==> config.mk <==
export PLATFORM = sky130hd
export DESIGN_NAME = alu_sequencer
export DESIGN_NICKNAME = d
export VERILOG_FILES = /design/src/rtl/alu_sequencer.sv
export SDC_FILE = /design/constraint.sdc
export NUM_CORES = 1
export LEC_CHECK = 0
export CAP_MARGIN = 20
export CORE_MARGIN = 2
export CORE_UTILIZATION = 50
export DETAILED_ROUTE_END_ITERATION = 6
export GPL_TIMING_DRIVEN = 1
export PLACE_DENSITY = 0.74
export SLEW_MARGIN = 20
export SYNTH_ARGS = -nofsm -noshare
export SYNTH_HDL_FRONTEND = slang
export SYNTH_SLANG_ARGS = --single-unit
==> constraint.sdc <==
create_clock -name i_clk -period 2.33 [get_ports i_clk]
set_clock_uncertainty 0.1 [all_clocks]
set_input_delay 0.3495 -clock i_clk [delete_from_list [all_inputs] [get_ports i_clk]]
set_output_delay 0.3495 -clock i_clk [all_outputs]
set_load 0.01 [all_outputs]
==> src/rtl/alu_sequencer.sv <==
// Three-phase command sequencer (IDLE -> EXEC -> WB) driving an external
// registered ALU, with an NREGS x BITS register file and a debug read port.
package pck_control;
  typedef enum logic [3:0] {
    alu_cpa = 4'd0,
    alu_cpb = 4'd1,
    alu_add = 4'd2,
    alu_sub = 4'd3,
    alu_and = 4'd4,
    alu_or  = 4'd5,
    alu_xor = 4'd6,
    alu_inc = 4'd7
  } sel_alu_op_e;
endpackage

module alu_sequencer
  import pck_control::*;
#(
  parameter int BITS  = 8,
  parameter int NREGS = 8,
  localparam int AW   = $clog2(NREGS)
) (
  input  logic            i_clk,
  input  logic            i_rst_n,
  input  logic            i_cmd_valid,
  output logic            o_cmd_ready,
  input  sel_alu_op_e     i_cmd_op,
  input  logic [AW-1:0]   i_cmd_rd,
  input  logic [AW-1:0]   i_cmd_rs1,
  input  logic [AW-1:0]   i_cmd_rs2,
  input  logic            i_cmd_use_imm,
  input  logic [BITS-1:0] i_cmd_imm,
  output sel_alu_op_e     o_alu_sel_op,
  output logic [BITS-1:0] o_alu_op_a,
  output logic [BITS-1:0] o_alu_op_b,
  input  logic [BITS-1:0] i_alu_res,
  output logic            o_wb_valid,
  output logic [AW-1:0]   o_wb_addr,
  output logic [BITS-1:0] o_wb_data,
  input  logic [AW-1:0]   i_dbg_addr,
  output logic [BITS-1:0] o_dbg_data,
  output logic            o_busy
);

  typedef enum logic [1:0] {
    IDLE = 2'd0,
    EXEC = 2'd1,
    WB   = 2'd2
  } state_e;

  state_e          state_r;
  state_e          state_s;
  logic            accept_s;
  logic [AW-1:0]   rd_r;
  logic [BITS-1:0] rf_r [NREGS];

  // FSM state register
  always_ff @(posedge i_clk or negedge i_rst_n) begin
    if (!i_rst_n) begin
      state_r <= IDLE;
    end else begin
      state_r <= state_s;
    end
  end

  // Next-state and acceptance decode
  always_comb begin
    state_s  = state_r;
    accept_s = 1'b0;
    case (state_r)
      IDLE: begin
        if (i_cmd_valid) begin
          accept_s = 1'b1;
          state_s  = EXEC;
        end else begin
          state_s  = IDLE;
        end
      end
      EXEC:    state_s = WB;
      WB:      state_s = IDLE;
      default: state_s = IDLE;
    endcase
  end

  // Operand launch: ALU inputs hold their value until the next accepted command
  always_ff @(posedge i_clk or negedge i_rst_n) begin
    if (!i_rst_n) begin
      o_alu_sel_op <= alu_cpa;
      o_alu_op_a   <= {BITS{1'b0}};
      o_alu_op_b   <= {BITS{1'b0}};
      rd_r         <= {AW{1'b0}};
    end else if (accept_s) begin
      o_alu_sel_op <= i_cmd_op;
      o_alu_op_a   <= rf_r[i_cmd_rs1];
      o_alu_op_b   <= i_cmd_use_imm ? i_cmd_imm : rf_r[i_cmd_rs2];
      rd_r         <= i_cmd_rd;
    end
  end

  // Register file; entry 0 is never written so it stays at its reset value of zero
  always_ff @(posedge i_clk or negedge i_rst_n) begin
    if (!i_rst_n) begin
      for (int i = 0; i < NREGS; i++) begin
        rf_r[i] <= {BITS{1'b0}};
      end
    end else if ((state_r == WB) && (rd_r != {AW{1'b0}})) begin
      rf_r[rd_r] <= i_alu_res;
    end
  end

  assign o_cmd_ready = (state_r == IDLE);
  assign o_busy      = (state_r != IDLE);
  assign o_wb_valid  = (state_r == WB);
  assign o_wb_addr   = rd_r;
  assign o_wb_data   = i_alu_res;
  assign o_dbg_data  = (i_dbg_addr == {AW{1'b0}}) ? {BITS{1'b0}} : rf_r[i_dbg_addr];

endmodule

* Word-level counts from Yosys, hierarchy flattened
Cells that the tools add are included.
** Storage, ports and cells
- Register bits after elaboration :: 89
- Input bits :: 36
- Output and inout port bits :: 42
- Logic and storage cells :: 48
** Cells by class
- Order comparisons :: 5
- Equal/unequal tests :: 2
- Muxes and demuxes :: 18
- Bitwise gates (word level) :: 4
- Reduce and logical (&&, ||, !) cells :: 6
** Operators by type and width (number)
- 8-bit binary-select mux with 3-bit select :: 3
- 8-bit 2-to-1 mux :: 9
- 64-bit bitwise mux :: 1
- 8-bit demux with 3-bit select :: 1
- 4-bit greater-or-equal comparator, second input constant :: 4
- 3-bit inverter with 4-bit output :: 4
- 4-bit by 1-bit less-than comparator with 1-bit output, second input constant :: 1
- 2-bit one-hot mux with 2 select lines :: 1
- 3-bit logical NOT :: 1
- 1-bit 2-to-1 mux :: 3
- 3-bit nonzero test :: 1
- 2-bit by 1-bit equality test with 1-bit output, second input constant :: 1
- 2-bit equality test, second input constant :: 1
- 1-bit logical AND :: 2
- 2-bit logical NOT :: 1
- 2-bit nonzero test :: 1

* Longest topological paths before layout
- Word-level depth :: 6
- Mapped depth :: 6

* Worst setup path after synthesis
No wires, ideal clock.
- Kind :: input to output
- From :: input i_dbg_addr[1]
- To :: output o_dbg_data[0]
- Arrival :: 1432 ps
- Setup slack :: 449 ps
- Cell stages on the path :: 5
- Cell sequence :: clkbuf_1 or2_2 clkbuf_1 o2bb2ai_1 a221oi_1
** Between the ends
- Word-level cells in the longest chain between the ends :: 5
- Elaborated cells between the ends (all ways) :: 6
** RTL lines
- start: declaration :: line 40 : input logic [AW-1:0] i_dbg_addr,
- 3-bit inverter with 4-bit output (implied by the code) :: line 116 : assign o_dbg_data = (i_dbg_addr == {AW{1'b0}}) ? {BITS{1'b0}} : rf_r[i_dbg_addr];
- 8-bit binary-select mux with 3-bit select :: line 116
- 8-bit 2-to-1 mux (implied by the code) (2 in series) :: line 116
- 8-bit 2-to-1 mux (*) :: line 116
- end: declaration :: line 41 : output logic [BITS-1:0] o_dbg_data,
Mark *: on every way between the ends. The rest lies on a longest branch, timed or not. The select of a mux whose other input is x is not followed.

* Worst setup path after layout
- From :: input i_dbg_addr[2]
- To :: output o_dbg_data[7]
The elaborated chain is that of the path after synthesis.

==> results.sh <==
export IMPL_max_slew_margin_rel=0.590
export IMPL_power_leakage_uw=0.00281
export IMPL_worstSkewPairLatency_ns=0.36
export IMPL_start_util=0.507
export IMPL_layout_common_cells="dfrtp_1 (89), mux2_2 (76), clkdlybuf4s50_1 (66), mux2i_1 (45), nand2_1 (32)"
export IMPL_portBuffers=77
export IMPL_postCtsSetupBuffers=0
export IMPL_cp_depth=5
export IMPL_setup_viol=0
export IMPL_hp_class="flop to flop"
export IMPL_clock_sinks=89
export IMPL_core_um2=10100
export IMPL_die_height_um=105
export IMPL_timing_rr_end="rf_r[54]"
export IMPL_drt_iter0_drc=189
export IMPL_r2r_slack_ns=0.41
export IMPL_fill_cells=804
export IMPL_vias=3924
export IMPL_ant_nets=0
export IMPL_max_freq_mhz=441
export IMPL_holdCritStartpoint="rf_r[62]"
export IMPL_crit_type="input pin to output pin"
export IMPL_gp_congestion=0.902
export IMPL_outcome="finished, final reports clean"
export IMPL_cap_viol_max_count=0
export IMPL_wl_um=13800
export IMPL_crit_arrival_ns=1.82
export IMPL_cts_tree="built"
export IMPL_wl_per_cell_um=21.5
export IMPL_gr_total_overflow=0
export IMPL_drcViolationCount=0
export IMPL_cts_root_buf="clkbuf_8"
export IMPL_min_path_cells=0
export IMPL_grt_pass1_wl_um=22000
export IMPL_syn_area_um2=5140
export IMPL_synth_fa_ha_area_frac=0
export IMPL_rr_worst_depth=3
export IMPL_synth_xor_area_share=0
export IMPL_area_delta_synth_final_pct=23.5
export IMPL_syn_inst=431
export IMPL_critPathSlowestCell="clkdlybuf4s50_1"
export IMPL_cp_end_kind="output pin"
export IMPL_yosysTopAreaCell="dfrtp_1"
export IMPL_cp_max_fo=12
export IMPL_start_kind="input pin"
export IMPL_critPathTopFamily="buffers and inverters"
export IMPL_placed_area_um2=6080
export IMPL_power_density_nw_per_um2=981
export IMPL_regArea_um2=2230
export IMPL_first_global_vias=4009
export IMPL_synth_async_reset_ratio=1.00
export IMPL_fin_ws_ns=0.0641
export IMPL_placed_cells=624
export IMPL_max_slew_worst_pin_slew_ns=0.614
export IMPL_io_pin_count=78
export IMPL_nets=536
export IMPL_cts_buffers=9
export IMPL_fin_area_um2=6350
export IMPL_avgSynthCellArea_um2=11.9
export IMPL_ys_top_cells_by_area="dfrtp_1 (43%), mux2_2 (17%), mux2i_1 (8.8%), mux4_2 (3.5%), mux2_4 (2.3%)"
export IMPL_final_cells=641
export IMPL_hold_end="rf_r[62]"
export IMPL_worst_path_largest_cell_delay_ns=0.52
export IMPL_viasPerCell=6.12
export IMPL_multi_input_area_um2=2690
export IMPL_rsz0062_at_grt="false"
export IMPL_yosys_warnings=0
export IMPL_final_common_cell="dfrtp_1"
export IMPL_dpl_worst_slack_ns=-0.538
export IMPL_antenna_found_initial=0
export IMPL_synth_flop_cell="dfrtp_1"
export IMPL_synth_simple_area_share=0.0923
export IMPL_synth_nets=467
export IMPL_cp_cell_sequence="clkdlybuf4s50_1, buf_4, o21ai_0, a221oi_1, dlygate4sd2_1"
export IMPL_synth_compound_area_frac=0.111
export IMPL_synth_top_family_by_area="multiplexers"
export IMPL_holdWs_ns=0.342
export IMPL_min_period_ns=2.27
export IMPL_period_share=0.972
export IMPL_grt_use_total=0.259
export IMPL_dieWidth_um=105
export IMPL_ys_types=40
export IMPL_cp_num_buf_inv=3
export IMPL_required_ns=1.88
export IMPL_slew_violations=0
export IMPL_drt_pass1_iter_count=4
export IMPL_synth_seq_cells=89
export IMPL_diodes=0
export IMPL_die_area_um2=11100
export IMPL_hpwl_um=9590
export IMPL_h_tree_depth=3
export IMPL_max_vdd_ir_drop_mv=0.518
export IMPL_synth_seq_area_share=0.433
export IMPL_clk_path_buf_depth=2
export IMPL_hold_violations=0
export IMPL_reg2reg_from="state_r[0]"
export IMPL_synth_edf_count=0
export IMPL_grt_start_max_net_pins=57
export IMPL_layout_drive_gt1_share=0.305
export IMPL_clk_pin_slew_ns=0.09
export IMPL_yosys_area_top_type_share=0.433
export IMPL_synth_mux_area_frac=0.313
export IMPL_num_rows=37
==> where the power goes <==
part	total, uW	switching [uW]	leakage [uW]	internal, uW
clock network	1300	581	0.000124	715
registers	2750	636	0.00111	2110
logic	2190	836	0.00157	1350
==> routing by layer <==
layer | global-route usage | part of all wire | vias to the layer above
li1 | - | - | 1738
met1 | 0.341 | 0.40 | 1989
met2 | 0.424 | 0.50 | 165
met3 | 0.0489 | 0.058 | 32
met4 | 0.0990 | 0.038 | 0
met5 | 0 | 0 | -
==> registers in the layout, summed over array words and instances (netlist names) <==
register,count
o_alu_op_a,8
o_alu_op_b,8
o_alu_sel_op,4
o_wb_addr,3
rf_r,64
state_r,2
==> cell families (layout without fill, tap and decap cells) <==
group           count (synthesis)  in the layout
buf+inv                        47            121
simple gates                   81             81
compound gates                 77             77
mux                           137            137
flops                          89             89
==> per-stage QoR <==
stage	util	TNS, ns	power (uW)
2_1_floorplan	-	0	4020
3_3_place_gp	0.599	-3.94	4850
3_5_place_dp	0.599	-4.00	4940
4_1_cts	0.625	0	6230
5_1_grt	0.626	0	6560
6_report	0.626	0	6230
==> worst reg2reg max path, stage by stage (launching register included) <==
cell	delay, ns
dfrtp_1	0.46
nand3b_4	0.24
or3_1	0.61
mux2_4	0.40
==> how the worst max path moves through the flow <==
stage	startpoint	endpoint	slack, ns
after floorplan	i_dbg_addr[1]	o_dbg_data[0]	0.45
after global placement	i_dbg_addr[0]	o_dbg_data[6]	-0.52
after detailed placement	i_dbg_addr[0]	o_dbg_data[6]	-0.54
after CTS	i_dbg_addr[0]	o_dbg_data[4]	0.006
after global routing	i_dbg_addr[2]	o_dbg_data[6]	0.009
final	i_dbg_addr[2]	o_dbg_data[7]	0.06
==> cell type report <==
type	count	share of cell area
well taps	136	0.0268
clock buffers	9	0.0195
repair buffers	102	0.158
flip-flops and latches	89	0.351
clock inverters	7	0.0185
inverters	3	0.00217
multi-input cells	295	0.424
==> Yosys cell counts (all sizes together), types with 4 or more instances <==
master and count:
dfrtp 89, mux2 84, mux2i 45, nand2 32
buf 30, nor2b 15, o22ai 15, clkbuf 14
o21ai 12, o31ai 12, nor2 10, a221oi 8
a22o 8, mux4 8, o2bb2ai 8, nand3b 6
a211oi 4, and2 4, nand2b 4
==> timing repair <==
action / CTS / global route
gates resized for setup: 14 / 5
hold buffers: 1 / 0
setup endpoints to repair: 8 / 8
hold endpoints to repair: 33 / 0
No activity file was read; power rests on OpenSTA's default activity.
